$ cat src/rtl/oven_pkg.sv
// Shared definitions for the oven plant: state encoding and default timing/stock values.
package oven_pkg;

  typedef logic [2:0] oven_state_t;

  localparam oven_state_t ST_COLD    = 3'd0;
  localparam oven_state_t ST_WARMING = 3'd1;
  localparam oven_state_t ST_HOT     = 3'd2;
  localparam oven_state_t ST_COOKING = 3'd3;
  localparam oven_state_t ST_READY   = 3'd4;

  localparam int PREHEAT_CYCLES_DEF = 16;
  localparam int COOK_CYCLES_DEF    = 32;
  localparam int STOCK_INIT_DEF     = 8;

endpackage

$ cat src/rtl/oven_cycle_timer.sv
// 8-bit cycle counter: clear wins over enable; tc flags the counter sitting at the terminal value.
module oven_cycle_timer (
  input  logic       clock,
  input  logic       reset_n,
  input  logic       clear,
  input  logic       enable,
  input  logic [7:0] term,
  output logic       tc
);

  logic [7:0] cnt_q, cnt_d;

  always_comb begin
    cnt_d = cnt_q;
    if (clear) begin
      cnt_d = '0;
    end else if (enable) begin
      cnt_d = cnt_q + 8'd1;
    end
  end

  always_ff @(posedge clock or negedge reset_n) begin
    if (!reset_n) begin
      cnt_q <= '0;
    end else begin
      cnt_q <= cnt_d;
    end
  end

  assign tc = (cnt_q == term);

endmodule

$ cat src/rtl/oven_plant.sv
// Oven plant: preheat / cook sequencing, portion stock and sticky protocol-fault flag.
//   state   | meaning
//   COLD    | heater off, waiting for heat
//   WARMING | heater on, preheat timer running
//   HOT     | at temperature, can accept a load
//   COOKING | portion in heater, cook timer running
//   READY   | portion cooked, waiting for unload
module oven_plant
  import oven_pkg::*;
#(
  parameter int PREHEAT_CYCLES = PREHEAT_CYCLES_DEF,
  parameter int COOK_CYCLES    = COOK_CYCLES_DEF,
  parameter int STOCK_INIT     = STOCK_INIT_DEF
) (
  input  logic       clock,
  input  logic       reset_n,
  input  logic       heat,
  input  logic       load,
  input  logic       unload,
  input  logic       refill,
  input  logic       fault_clr,
  output logic       temp_ok,
  output logic       done,
  output logic       food_out,
  output logic [3:0] stock,
  output logic       empty,
  output logic       fault
);

  localparam logic [7:0] PRE_TERM   = 8'(PREHEAT_CYCLES - 1);
  localparam logic [7:0] COOK_TERM  = 8'(COOK_CYCLES - 1);
  localparam logic [3:0] STOCK_FULL = 4'(STOCK_INIT);

  oven_state_t state_q, state_d;
  logic [3:0]  stock_q, stock_d, stock_avail;
  logic        fault_q, fault_d, fault_set;
  logic        food_out_q, food_out_d;
  logic        load_ok;
  logic        pre_clear, pre_tc, cook_clear, cook_tc;

  // Timers only run while their state is active with heat held; anything else zeroes them.
  assign pre_clear  = (state_q != ST_WARMING) || !heat;
  assign cook_clear = (state_q != ST_COOKING) || !heat;

  oven_cycle_timer u_preheat_timer (
    .clock   (clock),
    .reset_n (reset_n),
    .clear   (pre_clear),
    .enable  (heat),
    .term    (PRE_TERM),
    .tc      (pre_tc)
  );

  oven_cycle_timer u_cook_timer (
    .clock   (clock),
    .reset_n (reset_n),
    .clear   (cook_clear),
    .enable  (heat),
    .term    (COOK_TERM),
    .tc      (cook_tc)
  );

  always_comb begin
    state_d     = state_q;
    fault_set   = 1'b0;
    load_ok     = 1'b0;
    food_out_d  = 1'b0;
    stock_avail = refill ? STOCK_FULL : stock_q;

    case (state_q)
      ST_COLD: begin
        if (heat) state_d = ST_WARMING;
      end
      ST_WARMING: begin
        if (!heat)       state_d = ST_COLD;
        else if (pre_tc) state_d = ST_HOT;
      end
      ST_HOT: begin
        // Losing heat takes precedence over a same-cycle load.
        if (!heat) begin
          state_d = ST_COLD;
        end else if (load) begin
          if (stock_avail != 4'd0) begin
            load_ok = 1'b1;
            state_d = ST_COOKING;
          end else begin
            fault_set = 1'b1;
          end
        end
      end
      ST_COOKING: begin
        if (!heat) begin
          fault_set = 1'b1;
          state_d   = ST_COLD;
        end else if (cook_tc) begin
          state_d = ST_READY;
        end
      end
      ST_READY: begin
        if (unload) begin
          food_out_d = 1'b1;
          state_d    = heat ? ST_HOT : ST_COLD;
        end
      end
      default: state_d = ST_COLD;
    endcase

    if (load && (state_q != ST_HOT))     fault_set = 1'b1;
    if (unload && (state_q != ST_READY)) fault_set = 1'b1;

    stock_d = load_ok ? (stock_avail - 4'd1) : stock_avail;

    if (fault_set)      fault_d = 1'b1;
    else if (fault_clr) fault_d = 1'b0;
    else                fault_d = fault_q;
  end

  always_ff @(posedge clock or negedge reset_n) begin
    if (!reset_n) begin
      state_q    <= ST_COLD;
      stock_q    <= STOCK_FULL;
      fault_q    <= 1'b0;
      food_out_q <= 1'b0;
    end else begin
      state_q    <= state_d;
      stock_q    <= stock_d;
      fault_q    <= fault_d;
      food_out_q <= food_out_d;
    end
  end

  assign temp_ok  = (state_q == ST_HOT) || (state_q == ST_COOKING);
  assign done     = (state_q == ST_READY);
  assign food_out = food_out_q;
  assign stock    = stock_q;
  assign empty    = (stock_q == 4'd0);
  assign fault    = fault_q;

endmodule

$ cat config.mk
export PLATFORM = sky130hd
export DESIGN_NAME = oven_plant
export DESIGN_NICKNAME = d
export VERILOG_FILES = /design/src/rtl/oven_pkg.sv /design/src/rtl/oven_cycle_timer.sv /design/src/rtl/oven_plant.sv
export SDC_FILE = /design/constraint.sdc
export NUM_CORES = 1
export LEC_CHECK = 0
export CAP_MARGIN = 40
export CORE_ASPECT_RATIO = 1.5
export CORE_MARGIN = 8
export CORE_UTILIZATION = 34
export DETAILED_ROUTE_END_ITERATION = 10
export DONT_BUFFER_PORTS = 1
export HOLD_SLACK_MARGIN = 0.05
export PLACE_DENSITY_LB_ADDON = 0.08
export SYNTH_ARGS = -nofsm -noshare
export SYNTH_HDL_FRONTEND = slang
export SYNTH_HIERARCHICAL = 1
export SYNTH_SLANG_ARGS = --single-unit
$ cat constraint.sdc
create_clock -name clock -period 5.5 [get_ports clock]
set_clock_uncertainty 0.2 [all_clocks]
set_input_delay 1.1 -clock clock [delete_from_list [all_inputs] [get_ports clock]]
set_output_delay 1.1 -clock clock [all_outputs]
set_load 0.02 [all_outputs]
## Word level (Yosys, flattened, before mapping)

Index checks and enable logic that the tools add are counted.

- Register bits: 25
- Output and inout port bits: 9
- Logic and storage cells: 70

- Add/subtract/negate cells: 3
- Equal/unequal tests: 16
- Muxes and demuxes: 32
- Reductions and logical operators: 13

Operator list:

| cell | count |
|---|---|
| 2-to-1 mux 8 bit | 4 |
| 2-to-1 mux 3 bit | 9 |
| adder 8 x 1 -> 8 bit, second input constant | 2 |
| inequality test 3 bit, second input constant | 5 |
| one-hot mux 3 bit (5 select lines) | 1 |
| 2-to-1 mux 1 bit | 14 |
| equality test 8 x 4 -> 1 bit, second input constant | 1 |
| equality test 8 x 5 -> 1 bit, second input constant | 1 |
| 2-to-1 mux 4 bit | 2 |
| equality test 3 x 2 -> 1 bit, second input constant | 2 |
| inequality test 3 x 2 -> 1 bit, second input constant | 2 |
| AND reduction 6 bit | 1 |
| nonzero test 2 bit | 3 |
| logical NOT 4 bit | 1 |
| inequality test 2 bit, second input constant | 2 |
| nonzero test 4 bit | 1 |
| subtractor 4 x 1 -> 4 bit, second input constant | 1 |
| equality test 3 x 1 -> 1 bit, second input constant | 1 |
| equality test 3 bit, second input constant | 1 |
| logical NOT 3 bit | 1 |
| logical OR 1 bit | 3 |
| inequality test 3 x 1 -> 1 bit, second input constant | 1 |
| logical AND 1 bit | 2 |
| 2-to-1 mux 2 bit | 1 |
| other kinds (2) | 2 |

## Logic depth before layout (Yosys ltp)

Gate-level depths: netlist of run 1.

- Depth in word-level cells: 9
- Mapped depth: 8
- Mapped depth without buffers: 7

## By module

The synthesis of run 1 kept the hierarchy.

Modules (own cells, without submodules):

| module | times used | cells each | area an instance (µm²) | sequential area each (µm²) |
|---|---|---|---|---|
| oven_cycle_timer | 2 | 49 | 476.7 | 200.2 |
| oven_plant | 1 | 62 | 574.3 | 226.5 |

## Worst setup path before layout of run 1

No wires, ideal clock.

- Path type: reg2out
- Start point: register stock_q[1] (netlist: stock[1])
- End point: output port empty
- Arrival time: 1210 ps
- Required time: 4200 ps
- Slack: 2990 ps
- Stages on the path, launching flop included: 2
- Cell sequence: dfrtp_1 > nor4_1

- Longest elaborated chain between the ends: 1

RTL lines:

| element | line | source |
|---|---|---|
| start, declared | oven_plant.sv:35 | `logic [3:0] stock_q, stock_d, stock_avail;` |
| start signal, assigned | oven_plant.sv:126 | `stock_q <= stock_d;` |
| logical NOT 4 bit | oven_plant.sv:136 | `assign empty = (stock_q == 4'd0);` |
| end, declared | oven_plant.sv:26 | `output logic empty,` |

Every way passes these cells.

## Worst setup path after layout of run 1

Same ends and word-level chain as after synthesis.

==> run metrics, run 1 <==
mapped cell area 1530 um^2; Critical Path Start stock[1]; Post-DP HPWL roughly 2300 um; via count ~1100; H-tree Lvls 1; drt first pass iters 4; share of cells above drive strength 1 roughly 5.8%; DIE HEIGHT slightly below 100 um; asr flop ratio synth between 90% and 100%; Clk Latency, worst-skew pair 270 ps; status finished clean; Final Slew Violations 0; unrepaired setup endpoints after global routing false; Routed WL between 3000 and 4000 um; Power Dens Cells 260 nW/um^2; final hold vios 0; # nets final about 180; IO Count 16; sequential area share after synthesis 41.0%; diode count 0; crit start category flip-flop; vias in the first global route between 1000 and 1500; area grow syn2layout 8.03%; Post-CTS Setup Bufs 0; GRT Overall Usage 9.23%; Syn. warnings 6; Seq cells post-synth 25; cts hold-fix bufs 0; WL per Instance 13.8 um; grt ovf 0; EDFF count, synth 0; Max-cap violations 0; Starting Density about a third; root buf cell clkbuf_8; CTS max path bufs 2; CTS Sinks 25; fin area between 1500 and 2000 um^2; largest net degree at the start of global routing 26; # port buffers 0; Static Leak approximately 0.68 nW; PostCTS Resize Cnt 0; Critical Path AT 1370 ps; count of different cell masters after synthesis 33; worst hold path type in -> async; met2 Usage GRT 16.4%; TritonCTS clock tree done; CP required 4200 ps; initial antenna violation count 0; row cnt 30; setup tns final 0 ps; Crit Path Class reg -> out; highest clock rate between 0.3 and 0.4 GHz; Crit. End Element output pin; final period utilization between 40% and 50%; met1 Track Usage GR approximately 10%; final number of setup-violating endpoints 0; Crit Reg-Reg Startpoint state_q[2]; Num CTS Buffers 3; starting DRC count in detailed routing 28; residual DRC count 0; placed standard-cell area between 1500 and 2000 um^2; Final ANT Viol Nets 0; crit-path max FO 4; most frequent cells in the layout 24 x dfrtp_1, 20 x xnor2_1, 18 x nor2_1, 16 x conb_1, 11 x o21ai_0; Peak supply drop roughly 0.00010 V; Synth Flop Type dfrtp_1; detail-routed via count per cell between 5 and 6; CTS clk-pin slew, worst paths 90 ps; Avg Cell Area, Syn approximately 9.5 um^2; Syn Inst Count 160; GRT busiest layer met2; core area 4430 um^2; Die W between 70 and 80 um; GP Congestion ~0.71; die footprint around 7000 um^2; first-pass GRT wire length roughly 5300 um; commonest non-fill, non-tap cell in the layout dfrtp_1; GR Layer Usage met3 under 10%; min Tclk post-route approximately 2700 ps
-- path summary, 6_finish.rpt --
kind / to / slack [ps] / cells past startpoint
max: empty / 2830 / 2
min: stock[2] / 310 / 0
max reg2reg: u_cook_timer/cnt_q[7] / 3340 / 6
min reg2reg: u_cook_timer/cnt_q[7] / 400 / 2
max in group asynchronous: stock[3] / 4620 / 0
min in group clock: u_cook_timer/cnt_q[7] / 400 / 2
-- layer usage --
metal / part of all wire, % / vias to the layer above
met5: 0 / -
met4: 0.89 / 0
met3: 4.1 / 2
met2: 54 / 13
met1: 41 / 531
li1: - / 559
-- cells in the mapped netlist, types with 3 or more instances --
| cell type | n | area share (%) |
|---|---|---|
| nand2_1 | 8 | 2.0 |
| o21ai_0 | 11 | 3.6 |
| xnor2_1 | 20 | 11 |
| nand2b_1 | 6 | 2.5 |
| a21oi_1 | 9 | 2.9 |
| nand4_1 | 10 | 4.1 |
| dfrtp_1 | 24 | 39 |
| xor2_1 | 7 | 4.0 |
| or3_1 | 6 | 2.5 |
| nor2_1 | 18 | 4.4 |
| inv_1 | 6 | 1.5 |
| mux2i_1 | 4 | 2.6 |
| buf_4 | 4 | 2.0 |
| ha_1 | 3 | 2.5 |
-- worst max-delay path, stage by stage, from the launching register on --
cell	delay [ps]
dfrtp_1	490
nor4_1	300
clkdlybuf4s18_2	300
-- stage by stage --
step	hold WS, ps	worst slack [ps]	util [%]	cells	total power, W
5_1_grt	296	2770	37.3	220	0.000457
3_3_place_gp	359	2910	36.0	215	0.000321
3_5_place_dp	384	2940	36.2	216	0.000325
4_1_cts	306	2810	37.3	220	0.000436
2_1_floorplan	340	2990	-	174	0.000311
6_report	313	2830	37.3	220	0.000428
-- cells by family (layout without fill, tap and decap cells) --
kind of cell               after synthesis  in the layout  share of synthesized area (%)
adders and majority gates                3              3                           2.46
AOI/OAI and AO/OA                       26             26                           10.7
buffers and inverters                   13             11                           4.42
other                                    2             16                          0.492
and+or+nand+nor                         60             60                           22.8
xor gates and xnor gates                27             27                           15.5
DFF                                     25             25                           41.0
muxes                                    4              4                           2.62
-- final cells by class --
type / count / area [um^2]
fill: 470 / 2780
multi-input combinational: 136 / 886
sequential: 25 / 627
tap: 48 / 60.1
clock buffer: 4 / 45.0
inverter: 6 / 22.5
timing repair buffer: 1 / 10.0
-- flip-flops by register name, indices dropped and copies added (netlist names) --
name / count
u_preheat_timer/cnt_q: 8
u_cook_timer/cnt_q: 8
state_q: 3
fault: 1
food_out: 1
stock: 4
-- power by group --
part | internal, W | total, W | switching [W]
Sequential | 0.000198 | 0.000229 | 0.0000310
Combinational | 0.0000428 | 0.0000908 | 0.0000479
Clock | 0.0000518 | 0.000109 | 0.0000572
Total | 0.000292 | 0.000428 | 0.000136
Power figures use the tool's default switching activity.
==> run 2, diff against run 1 <==
==> constraint.sdc (replaced) <==
create_clock -name clock -period 2.3 [get_ports clock]
set_clock_uncertainty 0.2 [all_clocks]
set_input_delay 0.46 -clock clock [delete_from_list [all_inputs] [get_ports clock]]
set_output_delay 0.46 -clock clock [all_outputs]
set_load 0.02 [all_outputs]
==> run metrics, run 2 (synthesis results as in run 1) <==
Die W between 70 and 80 um; Post-CTS Setup Bufs 0; unrepaired setup endpoints after global routing false; WHS a little over 60 ps; CP required around 1600 ps; commonest non-fill, non-tap cell in the layout dfrtp_1; H-tree Lvls 1; residual DRC count 0; Critical Path Start state_q[0]; CTS Sinks 25; final period utilization between 80 and 90%; worst hold path type in -> reg; crit-path cells nor2_1 > nand2_1 > inv_1; setup tns final 0 ps; root buf cell clkbuf_8; Reg area 627 um^2; # nets final between 150 and 200; WL per Instance ~13 um; diode count 0; Post-DP HPWL ~2300 um; highest clock rate between 0.5 and 0.6 GHz; final worst slack 375 ps; IO Count 16; Static Leak 0.709 nW; Peak supply drop 0.000344 V; final number of setup-violating endpoints 0; TritonCTS clock tree done; Post-Place Cells around 220; Crit Path Class reg -> out; Post-Layout Cell Count approximately 220; CTS clk-pin slew, worst paths roughly 100 ps; Filler cells between 400 and 500; Starting Density 34.5%; status finished clean; most frequent cells in the layout 24 x dfrtp_1, 20 x xnor2_1, 18 x nor2_1, 16 x conb_1, 11 x o21ai_0; GP Congestion about 0.73; via count around 1100; Final Slew Violations 0; multi-input logic area between 800 and 900 um^2; Num CTS Buffers 3; crit-path max FO 7; Crit. End Element output pin; Max-cap violations 0; share of cells above drive strength 1 slightly below 8%; area grow syn2layout 10.9%; Crit Reg-Reg Startpoint stock[0]; Routed WL slightly above 3000 um; Buf/Inv on CP 1; Final ANT Viol Nets 0; crit start category flip-flop; worst slack at placement 409 ps; largest net degree at the start of global routing 26; DIE HEIGHT 98.1 um; GRT Overall Usage a little under a tenth; min Tclk post-route 1920 ps; cell family with the largest share of critical-path delay flip-flops; die footprint a little under 7000 um^2; Power Dens Cells 621 nW/um^2; initial antenna violation count 0; Clk Latency, worst-skew pair 270 ps; slowest CP cell dfrtp_1; Critical Path AT roughly 1300 ps; # port buffers 0; grt ovf 0; starting DRC count in detailed routing 24; hold path startpoint unload; vias in the first global route approximately 1200; final hold vios 0; row cnt 30; core area 4430 um^2; CTS max path bufs 2; CP max stage delay ~470 ps; first-pass GRT wire length 5500 um; detail-routed via count per cell around 5; drt first pass iters 4
-- run 2: routing by layer --
| layer | vias up | global-route usage, % | part of all wire (%) | wire, um |
|---|---|---|---|---|
| met4 | 0 | 2.90 | 0.89 | 27 |
| met1 | 521 | 11.1 | 43 | 1310 |
| met3 | 2 | 1.95 | 2.9 | 87 |
| li1 | 568 | - | - | - |
| met5 | - | 0 | 0 | 0 |
| met2 | 10 | 16.8 | 53 | 1600 |
-- run 2: stage by stage --
step / area, um^2 / util (%) / power, W
finish: 1690 / 38.2 / 0.00105
global route: 1690 / 38.2 / 0.00113
CTS: 1690 / 38.2 / 0.00107
detailed placement: 1620 / 36.5 / 0.000784
global placement: 1620 / 36.5 / 0.000783
floorplan: 1580 / - / 0.000744
-- run 2: cell type report --
class | instances | share of cell area [%]
multi-input cells | 136 | 52.3
inverters | 6 | 1.33
well taps | 48 | 3.55
clock inverters | 1 | 0.295
clock buffers | 3 | 2.44
repair buffers | 5 | 3.10
flip-flops and latches | 25 | 37.0
-- run 2: worst paths after layout --
check	endpoint	slack, ps	depth (start not counted)
max	done	380	3
min	state_q[2]	60	1
max reg2reg	stock[3]	400	6
min reg2reg	u_preheat_timer/cnt_q[7]	380	2
max in group asynchronous	stock[3]	1270	2
min in group asynchronous	stock[2]	410	2
-- run 2: timing repair --
action	4_1_cts	5_1_grt
endpoints found under the hold margin	25	0
resized for setup	0	0
hold buffers	2	0
-- run 2: power by group --
group          switching [W]  total [W]  internal [W]
clock               0.000144   0.000265      0.000121
sequential         0.0000733   0.000546      0.000473
combinational       0.000127   0.000241      0.000114
==> run 3, diff against run 2 <==
==> constraint.sdc (replaced) <==
create_clock -name clock -period 1.6 [get_ports clock]
set_clock_uncertainty 0.2 [all_clocks]
set_input_delay 0.32 -clock clock [delete_from_list [all_inputs] [get_ports clock]]
set_output_delay 0.32 -clock clock [all_outputs]
set_load 0.02 [all_outputs]
==> run metrics, run 3 (synthesis results as in run 1) <==
status finished with violations; violated checks setup timing; die footprint just under 7000 um^2; unrepaired setup endpoints after global routing true; cell family with the largest share of critical-path delay flip-flops; Filler cells 417; R2R depth 6; slowest CP cell dfrtp_2; row cnt 30; core area around 4400 um^2; Crit Reg-Reg Startpoint stock[0]; final period utilization 111%; TritonCTS clock tree done; via count 1333; final number of setup-violating endpoints 7; Max-cap violations 0; first-pass GRT wire length 6380 um; worst hold path type in -> reg; DIE HEIGHT 98.1 um; RR Endpoint stock[3]; GP Congestion 0.770; Clk Latency, worst-skew pair around 270 ps; CP max stage delay about 420 ps; share of cells above drive strength 1 between 30% and 40%; vias in the first global route about 1500; CTS Sinks 25; Peak supply drop 0.000426 V; drt first pass iters 4; Crit. End Element output pin; CP required 1080 ps; CTS clk-pin slew, worst paths 90 ps; initial antenna violation count 0; root buf cell clkbuf_8; final hold vios 0; starting DRC count in detailed routing 53; worst slack at placement -165 ps; diode count 0; Buf/Inv on CP 2; min Tclk post-route between 1500 and 2000 ps; Power Dens Cells ~830 nW/um^2; commonest non-fill, non-tap cell in the layout buf_4; hold-critical path endpoint u_cook_timer/cnt_q[2]; highest clock rate between 0.5 and 0.6 GHz; largest net degree at the start of global routing 26; Routed WL roughly 3800 um; CTS max path bufs 2; # nets final 240; Final ANT Viol Nets 0; hold path startpoint heat; # port buffers 0; final worst slack -173 ps; most frequent cells in the layout 42 x buf_4, 20 x xnor2_1, 20 x dfrtp_1, 16 x conb_1, 15 x nor2_1; Static Leak slightly below 1 nW; residual DRC count 0; detail-routed via count per cell around 4.8; IO Count 16; setup tns final -862 ps; area grow syn2layout 47.3%; crit start category flip-flop; hold path depth 3; Post-Place Cells 251; Starting Density between 30% and 40%; Num CTS Buffers 3; H-tree Lvls 1; Final Slew Violations 0; Post-Layout Cell Count approximately 280; Power Total roughly 0.0019 W; WHS about 82 ps; Die W ~71 um; crit-path max FO 3; Critical Path AT approximately 1300 ps; WL per Instance 13.6 um; grt ovf 0; GRT Overall Usage 11.4%; crit-path cells buf_6 > nor4_4 > buf_4; Post-DP HPWL roughly 2600 um; Crit Path Class reg -> out; R2R Setup Slk -160 ps
run 3: timing repair:
action	in CTS	in global routing
gates resized for setup	17	14
setup endpoints to repair	12	15
endpoints found under the hold margin	35	0
setup buffers	15	3
pin swaps	11	6
hold buffers	6	0
run 3: routing by layer:
| metal | GRT usage (%) | share of wire (%) | vias to the layer above |
|---|---|---|---|
| met5 | 0 | 0 | - |
| met4 | 5.15 | 2.0 | 0 |
| met3 | 2.05 | 2.3 | 7 |
| met2 | 21.6 | 56 | 16 |
| met1 | 11.4 | 40 | 635 |
| li1 | - | - | 675 |
run 3: worst register-to-register path: stages, from the launching register on:
cell,delay (ps)
dfrtp_2,420
nand2b_1,100
ha_2,180
nor4b_4,240
nand3b_4,220
nor2b_1,60
o32a_1,280
run 3: stage by stage:
stage / utilization, % / cell area (um^2)
after floorplan: - / 1640
after global placement: 43.2 / 1910
after detailed placement: 43.2 / 1910
after CTS: 49.2 / 2180
after global routing: 50.8 / 2250
final: 50.8 / 2250
run 3: worst max-delay path by stage:
stage / startpoint / to / slack, ps / cells after the start
global route: stock[1] / stock[3] / -240 / 6
global placement: stock[1] / stock[3] / -90 / 6
finish: stock[1] / empty / -170 / 3
CTS: stock[2] / empty / -190 / 3
floorplan: stock[0] / stock[3] / -150 / 6
detailed placement: stock[1] / stock[1] / -170 / 6
run 3: area by class of cell:
cell class / count / area [um^2] / area share [%]
clock buffers: 4 / 45.0 / 2.00
repair buffers: 58 / 498 / 22.1
multi-input cells: 136 / 990 / 44.0
well taps: 48 / 60.1 / 2.67
inverters: 6 / 25.0 / 1.11
flip-flops and latches: 25 / 632 / 28.1
run 3: power breakdown:
group / switching [W] / internal [W] / leakage (nW)
logic: 0.000339 / 0.000391 / 0.625
clock network: 0.000218 / 0.000179 / 0.0228
registers: 0.0000647 / 0.000685 / 0.332
total: 0.000622 / 0.00126 / 0.980
